### src/rtl/polaris_plic_gen2.sv
// rtl/polaris_plic_gen2.sv - TileLink-UL platform-level interrupt controller; optional edge triggers via PLIC_EDGE_TRIGGER_EN
module polaris_plic_gen2 #(
  parameter int TL_RS  = 4,
  parameter int NSRC   = 31,
  parameter int NCTX   = 2,
  parameter int PRIO_W = 3
) (
  input  logic             plic_clock_i,
  input  logic             plic_reset_ni,
  input  logic [2:0]       plic_a_opcode,
  input  logic [2:0]       plic_a_param,
  input  logic [3:0]       plic_a_size,
  input  logic [TL_RS-1:0] plic_a_source,
  input  logic [21:0]      plic_a_address,
  input  logic [3:0]       plic_a_mask,
  input  logic [31:0]      plic_a_data,
  input  logic             plic_a_corrupt,
  input  logic             plic_a_valid,
  output logic             plic_a_ready,
  output logic [2:0]       plic_d_opcode,
  output logic [1:0]       plic_d_param,
  output logic [3:0]       plic_d_size,
  output logic [TL_RS-1:0] plic_d_source,
  output logic             plic_d_denied,
  output logic [31:0]      plic_d_data,
  output logic             plic_d_corrupt,
  output logic             plic_d_valid,
  input  logic             plic_d_ready,
  input  logic [NSRC-1:0]  int_i,
  output logic [NCTX-1:0]  int_o
);

  localparam logic [2:0] OP_PUT_FULL = 3'd0;
  localparam logic [2:0] OP_PUT_PART = 3'd1;
  localparam logic [2:0] OP_GET      = 3'd4;
  localparam logic [2:0] OP_ACK      = 3'd0;
  localparam logic [2:0] OP_ACK_DATA = 3'd1;

  // Architectural state; vectors indexed by source id, bit 0 (id 0) does not exist
  logic [PRIO_W-1:0] prio_q [1:NSRC];
  logic [NSRC:1]     en_q   [NCTX];
  logic [PRIO_W-1:0] thr_q  [NCTX];
  logic [NSRC:1]     pend_q, serv_q, pend_d, serv_d;
  logic [5:0]        best_id_q [NCTX];
  logic [PRIO_W-1:0] best_pr_q [NCTX];
  logic [5:0]        best_id_d [NCTX];
  logic [PRIO_W-1:0] best_pr_d [NCTX];
`ifdef PLIC_EDGE_TRIGGER_EN
  logic [NSRC:1]     trig_q, defer_q, defer_d;
  logic [NSRC-1:0]   int_prev_q, rise;
`endif

  // Response register
  logic             d_valid_q;
  logic [2:0]       d_opcode_q;
  logic [3:0]       d_size_q;
  logic [TL_RS-1:0] d_source_q;
  logic             d_denied_q;
  logic [31:0]      d_data_q;

  // Request decode
  logic       is_get, is_put, req_ok, accept, denied, readable, writable;
  logic       sel_prio, sel_pend, sel_trig, sel_en, sel_thr, sel_claim;
  logic       wr, rd_claim, cmpl, hi_word;
  logic [9:0] prio_id;
  logic [4:0] en_ctx;
  logic [2:0] th_ctx;
  logic [5:0] claim_id, cmpl_id;
  logic [31:0] rdata;
  logic [63:0] pend64, en64, trig64;
  logic [PRIO_W-1:0] prio_sel, thr_sel;
  logic [NSRC:1] cmpl_en, claim_hit, cmpl_hit;

  assign plic_a_ready = !d_valid_q || plic_d_ready;
  assign accept       = plic_a_valid && plic_a_ready;

  assign is_get  = plic_a_opcode == OP_GET;
  assign is_put  = (plic_a_opcode == OP_PUT_FULL) || (plic_a_opcode == OP_PUT_PART);
  assign req_ok  = (plic_a_param == 3'd0) && !plic_a_corrupt && (plic_a_address[1:0] == 2'b00);
  assign prio_id = plic_a_address[11:2];
  assign en_ctx  = plic_a_address[11:7];
  assign th_ctx  = plic_a_address[14:12];
  assign hi_word = plic_a_address[2];
  assign cmpl_id = plic_a_data[5:0];

  assign sel_prio  = (plic_a_address[21:12] == 10'h000) && (int'(prio_id) <= NSRC);
  assign sel_pend  = plic_a_address[21:3] == 19'h00200;
  assign sel_trig  = plic_a_address[21:3] == 19'h00210;
  assign sel_en    = (plic_a_address[21:12] == 10'h002) && (plic_a_address[6:3] == 4'h0) &&
                     (int'(en_ctx) < NCTX);
  assign sel_thr   = (plic_a_address[21:15] == 7'h40) && (plic_a_address[11:0] == 12'h000) &&
                     (int'(th_ctx) < NCTX);
  assign sel_claim = (plic_a_address[21:15] == 7'h40) && (plic_a_address[11:0] == 12'h004) &&
                     (int'(th_ctx) < NCTX);

  assign readable = sel_prio || sel_pend || sel_trig || sel_en || sel_thr || sel_claim;
`ifdef PLIC_EDGE_TRIGGER_EN
  assign writable = sel_prio || sel_trig || sel_en || sel_thr || sel_claim;
`else
  assign writable = sel_prio || sel_en || sel_thr || sel_claim;
`endif
  assign denied = is_get ? !(req_ok && readable)
                         : !(is_put && req_ok && writable && (plic_a_mask == 4'hF));

  assign wr       = accept && !denied && is_put;
  assign rd_claim = accept && !denied && is_get && sel_claim;
  assign cmpl     = wr && sel_claim;

  // Merge one 32-bit word of a per-id bit vector into the stored vector
  function automatic logic [NSRC:1] merge_word(input logic [NSRC:1] old, input logic hi,
                                               input logic [31:0] d);
    logic [NSRC:1] r;
    r = old;
    for (int i = 1; i <= NSRC; i++) begin
      if (hi == (i >= 32)) r[i] = d[i % 32];
    end
    return r;
  endfunction

  // Select the per-id and per-context views addressed by the current A beat
  always_comb begin
    prio_sel = '0;
    thr_sel  = '0;
    claim_id = '0;
    cmpl_en  = '0;
    en64     = '0;
    pend64   = 64'({pend_q, 1'b0});
`ifdef PLIC_EDGE_TRIGGER_EN
    trig64   = 64'({trig_q, 1'b0});
`else
    trig64   = '0;
`endif
    for (int i = 1; i <= NSRC; i++) begin
      if (int'(prio_id) == i) prio_sel = prio_q[i];
    end
    for (int c = 0; c < NCTX; c++) begin
      if (int'(en_ctx) == c) en64 = 64'({en_q[c], 1'b0});
      if (int'(th_ctx) == c) begin
        thr_sel  = thr_q[c];
        claim_id = best_id_q[c];
        cmpl_en  = en_q[c];
      end
    end
  end

  // Read data mux
  always_comb begin
    rdata = '0;
    if (sel_prio)       rdata = 32'(prio_sel);
    else if (sel_pend)  rdata = hi_word ? pend64[63:32] : pend64[31:0];
    else if (sel_trig)  rdata = hi_word ? trig64[63:32] : trig64[31:0];
    else if (sel_en)    rdata = hi_word ? en64[63:32] : en64[31:0];
    else if (sel_thr)   rdata = 32'(thr_sel);
    else if (sel_claim) rdata = 32'(claim_id);
  end

  // Per-id claim and complete strobes for this cycle
  always_comb begin
    claim_hit = '0;
    cmpl_hit  = '0;
    for (int i = 1; i <= NSRC; i++) begin
      claim_hit[i] = rd_claim && (int'(claim_id) == i);
      cmpl_hit[i]  = cmpl && (int'(cmpl_id) == i) && serv_q[i] && cmpl_en[i];
    end
  end

`ifdef PLIC_EDGE_TRIGGER_EN
  assign rise = int_i & ~int_prev_q;
`endif

  // Gateway next state: IDLE (neither bit), PEND, SERV
  always_comb begin
    pend_d = pend_q;
    serv_d = serv_q;
`ifdef PLIC_EDGE_TRIGGER_EN
    defer_d = defer_q;
`endif
    for (int i = 1; i <= NSRC; i++) begin
`ifdef PLIC_EDGE_TRIGGER_EN
      if (trig_q[i]) begin
        if (cmpl_hit[i]) begin
          serv_d[i]  = 1'b0;
          pend_d[i]  = defer_q[i] || rise[i-1];
          defer_d[i] = 1'b0;
        end else if (claim_hit[i] && pend_q[i]) begin
          pend_d[i] = 1'b0;
          serv_d[i] = 1'b1;
          if (rise[i-1]) defer_d[i] = 1'b1;
        end else if (!pend_q[i] && !serv_q[i]) begin
          pend_d[i] = rise[i-1];
        end else if (rise[i-1]) begin
          defer_d[i] = 1'b1;
        end
      end else begin
        defer_d[i] = 1'b0;
`else
      begin
`endif
        if (cmpl_hit[i]) begin
          serv_d[i] = 1'b0;
        end else if (claim_hit[i] && pend_q[i]) begin
          pend_d[i] = 1'b0;
          serv_d[i] = 1'b1;
        end else if (!pend_q[i] && !serv_q[i]) begin
          pend_d[i] = int_i[i-1];
        end
      end
    end
  end

  // Max-priority search per context; an id being claimed now is excluded everywhere
  always_comb begin
    for (int c = 0; c < NCTX; c++) begin
      best_id_d[c] = '0;
      best_pr_d[c] = '0;
      for (int i = 1; i <= NSRC; i++) begin
        if (pend_q[i] && !claim_hit[i] && en_q[c][i] && (prio_q[i] > best_pr_d[c])) begin
          best_pr_d[c] = prio_q[i];
          best_id_d[c] = 6'(i);
        end
      end
    end
  end

  // Software-visible configuration registers
  always_ff @(posedge plic_clock_i or negedge plic_reset_ni) begin
    if (!plic_reset_ni) begin
      for (int i = 1; i <= NSRC; i++) prio_q[i] <= '0;
      for (int c = 0; c < NCTX; c++) begin
        en_q[c]  <= '0;
        thr_q[c] <= '0;
      end
    end else if (wr) begin
      for (int i = 1; i <= NSRC; i++) begin
        if (sel_prio && (int'(prio_id) == i)) prio_q[i] <= plic_a_data[PRIO_W-1:0];
      end
      for (int c = 0; c < NCTX; c++) begin
        if (sel_en && (int'(en_ctx) == c)) en_q[c] <= merge_word(en_q[c], hi_word, plic_a_data);
        if (sel_thr && (int'(th_ctx) == c)) thr_q[c] <= plic_a_data[PRIO_W-1:0];
      end
    end
  end

`ifdef PLIC_EDGE_TRIGGER_EN
  // Trigger-type register, deferred-edge flags and edge-detect history
  always_ff @(posedge plic_clock_i or negedge plic_reset_ni) begin
    if (!plic_reset_ni) begin
      trig_q     <= '0;
      defer_q    <= '0;
      int_prev_q <= '0;
    end else begin
      if (wr && sel_trig) trig_q <= merge_word(trig_q, hi_word, plic_a_data);
      defer_q    <= defer_d;
      int_prev_q <= int_i;
    end
  end
`endif

  // Gateway state and registered arbitration result
  always_ff @(posedge plic_clock_i or negedge plic_reset_ni) begin
    if (!plic_reset_ni) begin
      pend_q <= '0;
      serv_q <= '0;
      for (int c = 0; c < NCTX; c++) begin
        best_id_q[c] <= '0;
        best_pr_q[c] <= '0;
      end
    end else begin
      pend_q <= pend_d;
      serv_q <= serv_d;
      for (int c = 0; c < NCTX; c++) begin
        best_id_q[c] <= best_id_d[c];
        best_pr_q[c] <= best_pr_d[c];
      end
    end
  end

  // Single D-channel response slot, loaded on every accepted A beat
  always_ff @(posedge plic_clock_i or negedge plic_reset_ni) begin
    if (!plic_reset_ni) begin
      d_valid_q  <= 1'b0;
      d_opcode_q <= '0;
      d_size_q   <= '0;
      d_source_q <= '0;
      d_denied_q <= 1'b0;
      d_data_q   <= '0;
    end else if (accept) begin
      d_valid_q  <= 1'b1;
      d_opcode_q <= is_get ? OP_ACK_DATA : OP_ACK;
      d_size_q   <= plic_a_size;
      d_source_q <= plic_a_source;
      d_denied_q <= denied;
      d_data_q   <= (is_get && !denied) ? rdata : 32'h0;
    end else if (plic_d_ready) begin
      d_valid_q  <= 1'b0;
    end
  end

  // Notification: registered best priority strictly above the context threshold
  always_comb begin
    int_o = '0;
    for (int c = 0; c < NCTX; c++) int_o[c] = best_pr_q[c] > thr_q[c];
  end

  assign plic_d_valid   = d_valid_q;
  assign plic_d_opcode  = d_opcode_q;
  assign plic_d_param   = 2'b00;
  assign plic_d_size    = d_size_q;
  assign plic_d_source  = d_source_q;
  assign plic_d_denied  = d_denied_q;
  assign plic_d_data    = d_data_q;
  assign plic_d_corrupt = 1'b0;

endmodule

### config.mk
export PLATFORM = sky130hd
export DESIGN_NAME = polaris_plic_gen2
export DESIGN_NICKNAME = d
export VERILOG_FILES = /design/src/rtl/polaris_plic_gen2.sv
export SDC_FILE = /design/constraint.sdc
export NUM_CORES = 1
export LEC_CHECK = 0
export CAP_MARGIN = 20
export CELL_PAD_IN_SITES_DETAIL_PLACEMENT = 0
export CELL_PAD_IN_SITES_GLOBAL_PLACEMENT = 2
export CORE_MARGIN = 2
export CORE_UTILIZATION = 35
export CTS_CLUSTER_DIAMETER = 50
export CTS_CLUSTER_SIZE = 40
export DETAILED_ROUTE_END_ITERATION = 10
export PLACE_DENSITY = 0.77
export SLEW_MARGIN = 20
export SYNTH_ARGS = -nofsm -noshare
export SYNTH_HDL_FRONTEND = slang
export SYNTH_SLANG_ARGS = --single-unit
### constraint.sdc
create_clock -name plic_clock_i -period 45.8 [get_ports plic_clock_i]
set_input_delay 9.16 -clock plic_clock_i [delete_from_list [all_inputs] [get_ports plic_clock_i]]
set_output_delay 9.16 -clock plic_clock_i [all_outputs]
set_load 0.05 [all_outputs]
==> Word level (Yosys, flattened, before mapping) <==
Index checks and enable logic that the tools add are counted.
{ "word_totals": {"reg_bits": 286, "elab_cells": 1249, "in_bits": 108, "output_inout_bits": 51} }
{ "classes": {"reduce_logical": 641, "n_mux": 300, "n_lt_le_gt_ge": 66, "n_eq_ne": 103, "bitwise_logic": 32} }
{ "ops": {"columns": ["op", "n"], "rows": [
  ["$logic_and A1 B1 Y1", 396],
  ["$mux W6", 64],
  ["$mux W3", 95],
  ["$mux W32", 8],
  ["$eq A6 B6 Y1 const B", 32],
  ["$gt A3 B3 Y1", 62],
  ["$eq A10 B6 Y1 const B", 16],
  ["$mux W1", 130],
  ["$reduce_and A2 Y1", 64],
  ["$reduce_bool A2 Y1", 63],
  ["$logic_not A1 Y1", 98],
  ["$eq A6 B5 Y1 const B", 16],
  ["$eq A10 B5 Y1 const B", 8],
  ["$mux W64", 1],
  ["$mux W31", 2],
  ["$eq A6 B4 Y1 const B", 8],
  ["$eq A10 B4 Y1 const B", 4],
  ["$eq A19 B10 Y1 const B", 2],
  ["$not A1 Y1", 32],
  ["$eq A6 B3 Y1 const B", 4],
  ["$eq A10 B2 Y1 const B", 2],
  ["$eq A10 B3 Y1 const B", 2],
  ["$eq A12 B3 Y1 const B", 1],
  ["$eq A6 B2 Y1 const B", 2],
  ["other kinds (18)", 30]
]} }

==> Logic depth before layout (Yosys ltp) <==
Gate-level depths: netlist (run 1).
{ "logic_depth": {"ltp_word": 110, "depth_mapped": 228, "mapped_depth_nobuf": 226} }

==> Least setup slack after synthesis (run 1) <==
Ideal clock, no wire load.
{ "synth_timing": {"path_kind": "in2reg", "from": "in plic_d_ready", "to": "reg best_id_q[10] (netlist name)", "t_required_ps": 45666, "n_path_buf": 2, "slack_ps": -1807, "arrival_ps": 47473, "cell_stages": 216, "setup_ps": 134, "cell_sequence": "nand2b_1 nand3_1 or3_1 buf_2 o31a_1 and3_1 ha_1 a31oi_1 o211ai_1 a31o_2 nand2_1 o21ai_0 ha_1 nor2_1 nor2_1 nor2_1 a22o_1 maj3_1 [180 not listed] mux2i_1 o21ai_0 o31ai_1 o21a_1 a21oi_1 ha_1 nand3_1 nand2_1 or3_1 clkbuf_1 a21o_1 ha_1 nor2b_1 o21a_1 o2111ai_1 nand2_1 nor4_1 nand2_1"} }
{ "synth_rtl": {"columns": ["item", "line", "text"], "rows": [
  ["from (decl)", "28", "input logic plic_d_ready,"],
  ["to (signal, indexed assignment)", "272", "best_id_q[c] <= best_id_d[c];"],
  ["to (decl)", "44", "logic [5:0] best_id_q [NCTX];"]
]} }

==> impl_metrics.toml, run 1 <==
[layout]
nets = 3416
n_antenna_cell = 0
final_cells = 4106
most-common-layout-cells = "buf_4 (502), dfrtp_1 (282), nand2_1 (271), nor2_1 (238), mux2_2 (182)"
area_growth_pct = 41.2
final_layout_size_suffix_gt1_share_pct = 35.2
layout_commonest_cell = "buf_4"

[global_route]
overflow = 0
grt_pass1_vias = 24024
track_usage_pct = 30.2
grt_max_degree = 168
antenna_found_initial = 1
grt_pass1_wl_mm = 152

[floorplanning]
core-area_sq_um = 63100
start_util_pct = 35.4
dieArea_sq_um = 65800
ioPinCount = 159
fp-row-count = 92
die_x_um = 257
die_h_um = 257

[critical_path]
arrival_ns = 46.80
cp_common_cell = "buf_4"
required_ns = 46.27
criticalPathCategory = "primary input to register"
slowest_delay_ns = 0.39
crit_buf_inv = 30
start_kind = "primary input"
slowest_stage = "or3_4"
regToRegSetupSlack_ns = 7.80
startpoint = "plic_a_address[12]"
r2r_start = "best_id_q[4]"
end_kind = "register"
cp_top_family = "compound AO/OA/AOI/OAI gates"
crit_fanout = 5

[sta]
hold_viol = 0
finalCritPeriodShare_pct = 101
setup_viol = 15
fmax_mhz = 21.6
finalCriticalPeriod_ns = 46.33
max_slew.worst_pin.slew_ns = 1.19
skew_ns = 0.0261
rsz0062_at_grt = "true"
setup_ws_ns = -0.529
maxSlewHeadroom_pct = 20.1
finalMaxSlewViolations = 0

[synth]
synth_cell_types = 107
netlist_instances = 2639
yosysTopAreaCell = "dfrtp_1"
synth_edf_count = 0
yosysSeqAreaShare_pct = 31.6
synth_area_sq_um = 22300
synthArstFlopShare_pct = 100
ys_ff_latch = 282
syn_area_per_cell_sq_um = 8.46
synth.area.top_cells = "dfrtp_1 (32%), mux2_2 (9.9%), nand2_1 (4.8%)"
netlist.area_leader.share_pct = 31.6
ys_warn_count = 0
ys.flop_type = "dfrtp_1"

[run_status]
violations = "setup timing"
status = "finished with violations"

[detailed_routing]
drc = 0
ant_nets = 0
dr_total_vias = 24670
drt_pass1_iterations = 5
via_per_inst = 6.01
wl_per_cell_um = 25.1
detail_route.iter0.violations = 2142
drt_wl_total_mm = 103

[cts]
htree_num_levels = 2
cts.path.max_buffers = 3
cts_buffers = 41
clk_pin_slew_ns = 0.06
cts_tree = "yes"
clock_sinks = 282
clk_latency_ns = 0.60
root_buffer = "clkbuf_16"

[flow_run]
max_cap_viol_count = 0

[min_path]
worstHoldStart = "plic_d_data[16]"
hp-class = "register to register"

[place]
pre_cts_ws_ns = -2.99
io_buffers = 153
placedCellCount = 3801
routabilityCongestion = 0.961
post-dp-hpwl_mm = 75.4

[power]
peakVddDrop_v = 0.0000209
power_density_nw_per_um2 = 20.4
p_leak_nw = 14.0
==> cell type report <==
class,instances,area [sq um]
Fill cell,5977,31500
Multi-Input combinational cell,2133,16100
Sequential cell,282,7060
Timing Repair Buffer,672,5500
Clock buffer,49,1140
Tap cell,846,1060
Inverter,98,368
Clock inverter,26,323
==> per-layer routing <==
metal	routed length, um	track usage [%]	vias up
li1	-	-	11062
met2	47300	48.6	1018
met4	5310	14.2	4
met5	35	0	-
met3	6660	4.02	243
met1	43600	40.1	12343
==> synthesized netlist by cell type (47+ instances only) <==
library cell  number
mux2_2           197
nor2_1           283
inv_1             98
and3_1            47
a31oi_1           92
ha_1              80
nand3_1           91
clkbuf_1         101
nor3_1            70
a22oi_1           47
dfrtp_1          282
o21ai_0          144
a21oi_1           96
nand2_1          288
and2_1            54
==> final timing paths <==
path                                    to  depth (start not counted)
min                        plic_d_data[16]                          2
min in group asynchronous  plic_d_data[12]                          1
min reg2reg                plic_d_data[16]                          2
max in group asynchronous       prio_q[86]                          2
max                           best_pr_q[3]                        227
max reg2reg                   best_pr_q[3]                        226
==> tightest hold or removal path, cell delays in order, from the launching register on <==
cell and delay [ns]:
dfrtp_1 0.34, nand2_1 0.05, o21ai_0 0.06
==> cells by family (layout without fill, tap and decap cells) <==
group	after synthesis	after routing	share of synthesized area (%)
AOI/OAI and AO/OA	787	787	25.0
adders and majority gates	97	97	5.25
buffers and inverters	228	845	4.09
DFF	282	282	31.6
muxes	246	246	12.7
other	1	5	0.0168
and+or+nand+nor	998	998	21.3
==> what timing repair did <==
| item | 4_1_cts | 5_1_grt |
|---|---|---|
| hold buffers | 0 | 0 |
| cloned | 0 | 1 |
| resized for setup | 233 | 130 |
| setup endpoints to repair | 16 | 16 |
| buffers inserted | 192 | 41 |
| pin swaps | 186 | 163 |
==> flip-flops by register name (all words and copies together), names as in the netlist <==
name,cells
plic_d_data,32
plic_d_opcode,1
plic_d_size,4
en_q,62
prio_q,93
thr_q,6
serv_q,31
best_id_q,10
plic_d_valid,1
best_pr_q,6
plic_d_denied,1
pend_q,31
plic_d_source,4
==> power by group <==
group / switching (mW) / internal (mW)
combinational: 0.0315 / 0.0181
sequential: 0.00453 / 0.252
clock: 0.145 / 0.192
==> per-stage QoR <==
step / hold WS (ns) / utilization [%] / total power [mW] / TNS (ns) / instance area (sq um)
floorplan: 0.451 / - / 0.279 / 0 / 22700
global placement: 0.462 / 42.6 / 0.309 / -24.58 / 26900
detailed placement: 0.470 / 42.7 / 0.310 / -36.65 / 26900
CTS: 0.482 / 48.7 / 0.648 / -0.641 / 30700
global route: 0.500 / 50.0 / 0.664 / -36.22 / 31500
finish: 0.477 / 50.0 / 0.644 / -4.60 / 31500
(Power assumes the default switching activity.)
==> run 2, diff against run 1 <==
--- a/config.mk
+++ b/config.mk
@@ -5,15 +5,15 @@
 export SDC_FILE = /design/constraint.sdc
 export NUM_CORES = 1
 export LEC_CHECK = 0
-export CAP_MARGIN = 20
+export ABC_AREA = 1
 export CELL_PAD_IN_SITES_DETAIL_PLACEMENT = 0
 export CELL_PAD_IN_SITES_GLOBAL_PLACEMENT = 2
 export CORE_MARGIN = 2
-export CORE_UTILIZATION = 35
+export CORE_UTILIZATION = 34
 export CTS_CLUSTER_DIAMETER = 50
 export CTS_CLUSTER_SIZE = 40
 export DETAILED_ROUTE_END_ITERATION = 10
-export PLACE_DENSITY = 0.77
+export PLACE_DENSITY = 0.8
 export SLEW_MARGIN = 20
 export SYNTH_ARGS = -nofsm -noshare
 export SYNTH_HDL_FRONTEND = slang
==> impl_metrics.toml, run 2 <==
[run_status]
status = "complete, no violations"

[layout]
fill_cells = 6329
n_antenna_cell = 0
regArea_sq_um = 7060
area_growth_pct = 20.5
largest_reg_flops = 93
nets = 3308
max_flop_register = "prio_q"
final_layout_size_suffix_gt1_share_pct = 14.0
most-common-layout-cells = "nand2_1 (740), inv_1 (339), o21ai_0 (313), dfrtp_1 (282), nor2_1 (207)"
multiInputGateArea_sq_um = 12200
layout_commonest_cell = "nand2_1"

[detailed_routing]
detail_route.iter0.violations = 1917
dr_total_vias = 21461
drt_pass1_iterations = 6
via_per_inst = 5.44
wl_per_cell_um = 22.2
ant_nets = 0
drt_wl_total_mm = 87.5
drc = 0

[cts]
htree_num_levels = 2
cts_buffers = 50
clock_sinks = 282
cts_tree = "yes"
clk_pin_slew_ns = 0.06
root_buffer = "clkbuf_16"
cts_hold_repair.buffers = 0
clk_latency_ns = 0.61
cts.path.max_buffers = 3

[synth]
yosysSeqAreaShare_pct = 33.7
synth_edf_count = 0
yosysMostFrequentCell = "nand2_1"
synth_cell_types = 73
synthArstFlopShare_pct = 100
syn_area_per_cell_sq_um = 7.09
synth_common_cells = "nand2_1 (740), inv_1 (343), o21ai_0 (332), dfrtp_1 (282), nor2_1 (209)"
synth.area.top_cells = "dfrtp_1 (34%), nand2_1 (13%), o21ai_0 (7.9%)"
yosysTopAreaCell = "dfrtp_1"
ys.flop_type = "dfrtp_1"
netlist.area_leader.share_pct = 33.7
netlist_instances = 2952
ys_warn_count = 0
synth_area_sq_um = 20900
ys_ff_latch = 282

[critical_path]
crit_fanout = 32
cp_common_cell = "nand2_2"
start_kind = "primary input"
startpoint = "plic_a_address[11]"
required_ns = 46.27
slowest_delay_ns = 0.44
r2r_start = "plic_d_valid"
regToRegSetupSlack_ns = 12.40
arrival_ns = 43.10
end_kind = "register"
slowest_stage = "clkdlybuf4s50_1"
criticalPathCategory = "primary input to register"

[sta]
hold_viol = 0
finalMaxSlewViolations = 0
skew_ns = 0.0221
setup_tns_ns = 0
finalCriticalPeriod_ns = 42.62
fmax_mhz = 23.5
finalCritPeriodShare_pct = 93.1
max_slew.worst_pin.slew_ns = 1.15
maxSlewHeadroom_pct = 23.0
setup_viol = 0

[floorplanning]
start_util_pct = 34.6
core-area_sq_um = 60600
ioPinCount = 159
die_x_um = 252
dieArea_sq_um = 63600
die_h_um = 252
fp-row-count = 90

[power]
p_leak_nw = 11.0
total_power_uw = 711
power_density_nw_per_um2 = 28.2
peakVddDrop_v = 0.0000259

[global_route]
grt_pass1_wl_mm = 131
grt_pass1_vias = 20659
track_usage_pct = 27.4
grt_max_degree = 98
overflow = 0
antenna_found_initial = 2

[min_path]
hp-class = "register to register"
worstHoldStart = "plic_d_source[3]"

[place]
post-dp-hpwl_mm = 66.8
routabilityCongestion = 0.954
io_buffers = 153

[flow_run]
max_cap_viol_count = 0
-- run 2: cell count changes after synthesis, sizes merged, moves of 51 or more --
cell / change
mux2: -198
nand3: +85
nor2: -52
nand2: +628
o21ai: +197
inv: +268
and2: -51
-- run 2: per-layer routing --
metal	routed length, um	GRT usage (%)	part of all wire (%)
met1	39300	37.2	45
met4	2680	7.79	3.1
met2	40500	45.3	46
met5	0	0	0
met3	5070	3.90	5.8
-- run 2: cell families after synthesis --
logic type,count (synthesis),synth area share [%]
AOI/OAI and AO/OA,714,20.2
adders and majority gates,80,4.78
buffers and inverters,439,8.35
DFF,282,33.7
other,1,0.0179
and+or+nand+nor,1436,32.9
-- run 2: critical path, delay by kind of cell --
| kind | cells | cell delay [ns] |
|---|---|---|
| AOI/OAI and AO/OA | 60 | 13.79 |
| adders and majority gates | 30 | 8.78 |
| buffers and inverters | 11 | 1.35 |
| and+or+nand+nor | 97 | 9.94 |
-- run 2: layout make-up --
cell class | instances | share of cell area (%)
Multi-Input combinational cell | 2235 | 48.4
Timing Repair Buffer | 178 | 6.96
Clock inverter | 30 | 1.64
Clock buffer | 62 | 5.59
Sequential cell | 282 | 28.0
Inverter | 373 | 5.59
Tap cell | 782 | 3.88
-- run 2: power by group --
group          internal (mW)  switching, mW
registers              0.252        0.00294
logic                 0.0146         0.0316
clock network          0.257          0.152
total                  0.524          0.187
-- run 2: what timing repair did --
| action | CTS | global route |
|---|---|---|
| buffers inserted | 0 | 7 |
| resized for setup | 0 | 30 |
| setup endpoints to repair | 0 | 16 |
| hold endpoints to repair | 0 | 0 |
-- run 2: per-stage QoR --
step           cell area [sq um]  hold slack, ns  instances  util (%)  worst slack (ns)
6_report                   25200           0.474       3942      41.6              3.18
5_1_grt                    25200           0.489       3942      41.6           -0.0172
4_1_cts                    25100           0.479       3935      41.4              1.62
3_5_place_dp               23300           0.466       3843      38.4              1.15
3_3_place_gp               23300           0.460       3843      38.4              1.36
2_1_floorplan              21000           0.452       2956         -              7.46
-- run 2: path summary, 6_finish.rpt --
| check | to | cells past startpoint |
|---|---|---|
| worst max-delay path | best_id_q[8] | 198 |
| worst min-delay path | plic_d_source[3] | 2 |
| worst max register to register | best_id_q[8] | 193 |
| worst min register to register | plic_d_source[3] | 2 |
| max in group asynchronous | prio_q[49] | 2 |
| min in group asynchronous | plic_d_size[1] | 1 |
==> run 3, diff against run 2 <==
--- a/config.mk
+++ b/config.mk
@@ -14,7 +14,8 @@
 export CTS_CLUSTER_SIZE = 40
 export DETAILED_ROUTE_END_ITERATION = 10
 export PLACE_DENSITY = 0.8
-export SLEW_MARGIN = 20
+export REMOVE_ABC_BUFFERS = 1
+export SLEW_MARGIN = 40
 export SYNTH_ARGS = -nofsm -noshare
 export SYNTH_HDL_FRONTEND = slang
 export SYNTH_SLANG_ARGS = --single-unit
==> impl_metrics.toml, run 3 (synthesis results as in run 2) <==
[layout]
nets = 3303
fill_cells = 6369
final_layout_size_suffix_gt1_share_pct = 13.9
utilization_pct = 41.2
max_flop_register = "prio_q"
most-common-layout-cells = "nand2_1 (740), inv_1 (339), o21ai_0 (308), dfrtp_1 (282), nor2_1 (207)"
largest_reg_flops = 93
n_antenna_cell = 0
final_cells = 3933
area_growth_pct = 19.4
layout_commonest_cell = "nand2_1"

[detailed_routing]
drc = 0
drt_wl_total_mm = 89.2
detail_route.iter0.violations = 1772
wl_per_cell_um = 22.7
ant_nets = 0
drt_pass1_iterations = 5
via_per_inst = 5.40
dr_total_vias = 21238

[sta]
finalMaxSlewViolations = 0
maxSlewHeadroom_pct = 40.2
rsz0062_at_grt = "false"
hold_viol = 0
fmax_mhz = 23.6
finalCriticalPeriod_ns = 42.44
max_slew.worst_pin.slew_ns = 0.889
skew_ns = 0.0360
setup_tns_ns = 0
hold_slack_ns = 0.469
finalCritPeriodShare_pct = 92.7
setup_viol = 0
setup_ws_ns = 3.36

[cts]
cts.path.max_buffers = 3
root_buffer = "clkbuf_16"
htree_num_levels = 2
cts_tree = "yes"
clk_pin_slew_ns = 0.05
cts_buffers = 45
clock_sinks = 282
clk_latency_ns = 0.63

[floorplanning]
ioPinCount = 159
fp-row-count = 90
dieArea_sq_um = 63600
start_util_pct = 34.6
die_x_um = 252
core-area_sq_um = 60600
die_h_um = 252

[global_route]
grt_use_met2_pct = 45.1
grt_util_met3_pct = 4.07
antenna_found_initial = 1
track_usage_pct = 27.9
grt_max_degree = 70
grt_pass1_vias = 20650
grt_pass1_wl_mm = 133
grt_busiest_layer = "met2"
gr-usage-met1_pct = 38.4
overflow = 0

[critical_path]
crit_fanout = 32
end_kind = "register"
criticalPathCategory = "primary input to register"
required_ns = 46.25
start_kind = "primary input"
slowest_stage = "clkdlybuf4s50_1"
arrival_ns = 42.89
cp_common_cell = "nand2_2"
slowest_delay_ns = 0.49

[power]
power_density_nw_per_um2 = 26.4
p_leak_nw = 10.9
peakVddDrop_v = 0.0000251

[flow_run]
max_cap_viol_count = 0

[place]
io_buffers = 153
pre_cts_ws_ns = 0.740
post-dp-hpwl_mm = 69.3
routabilityCongestion = 0.977
placedCellCount = 3848

[min_path]
hp-class = "register to register"

[run_status]
status = "complete, no violations"
## run 3: changes by cell type in the layout (fill, tap and decap cells not counted), sizes merged
cell and change:
inv -2, clkinv -1, clkbuf -9, bufinv -2, clkinvlp +5
## run 3: final timing paths
check	start	to	slack, ns	cells past startpoint
setup / recovery	plic_a_address[12]	best_id_q[4]	3.36	203
hold / removal	plic_d_size[0]	plic_d_size[0]	0.47	2
setup reg to reg	plic_d_valid	best_id_q[8]	12.53	195
hold reg to reg	plic_d_size[0]	plic_d_size[0]	0.47	2
max in group asynchronous	plic_reset_ni	prio_q[11]	35.93	3
min in group asynchronous	plic_reset_ni	prio_q[71]	8.49	1
## run 3: routing by layer
metal  vias up  share of wire (%)
met5         -                  0
met3       131                5.6
met4         0                3.4
met1     10233                 46
li1      10228                  -
met2       646                 45
## run 3: final cells by class
type / count / area [sq um] / share of cell area (%)
Multi-Input combinational cell: 2235 / 12200 / 48.9
Sequential cell: 282 / 7060 / 28.2
Timing Repair Buffer: 178 / 1760 / 7.05
Inverter: 373 / 1410 / 5.64
Clock buffer: 53 / 1200 / 4.79
Tap cell: 782 / 978 / 3.92
Clock inverter: 30 / 372 / 1.49
## run 3: timing repair
item / CTS / global route
gates resized for setup: 0 / 33
setup buffers: 0 / 2
setup endpoints to repair: 0 / 16
hold buffers: 0 / 0
## run 3: worst max-delay path: cells and delay by family
kind                     cells  cell delay [ns]
AND/OR/NAND/NOR             93             9.49
AO/OA/AOI/OAI               60            13.00
adder cells (fa/ha/maj)     30             8.68
buffers and inverters       20             2.44
## run 3: report_power, final
group / switching (mW) / leakage, nW / total (mW) / internal, mW
logic: 0.0312 / 6.36 / 0.0459 / 0.0147
registers: 0.00291 / 3.77 / 0.255 / 0.252
clock network: 0.144 / 0.742 / 0.359 / 0.215
## run 3: per-stage QoR
step	power (mW)	area (sq um)
floorplan	0.276	20600
global route	0.681	25000
detailed placement	0.306	23400
CTS	0.667	24900
finish	0.660	25000
global placement	0.305	23300
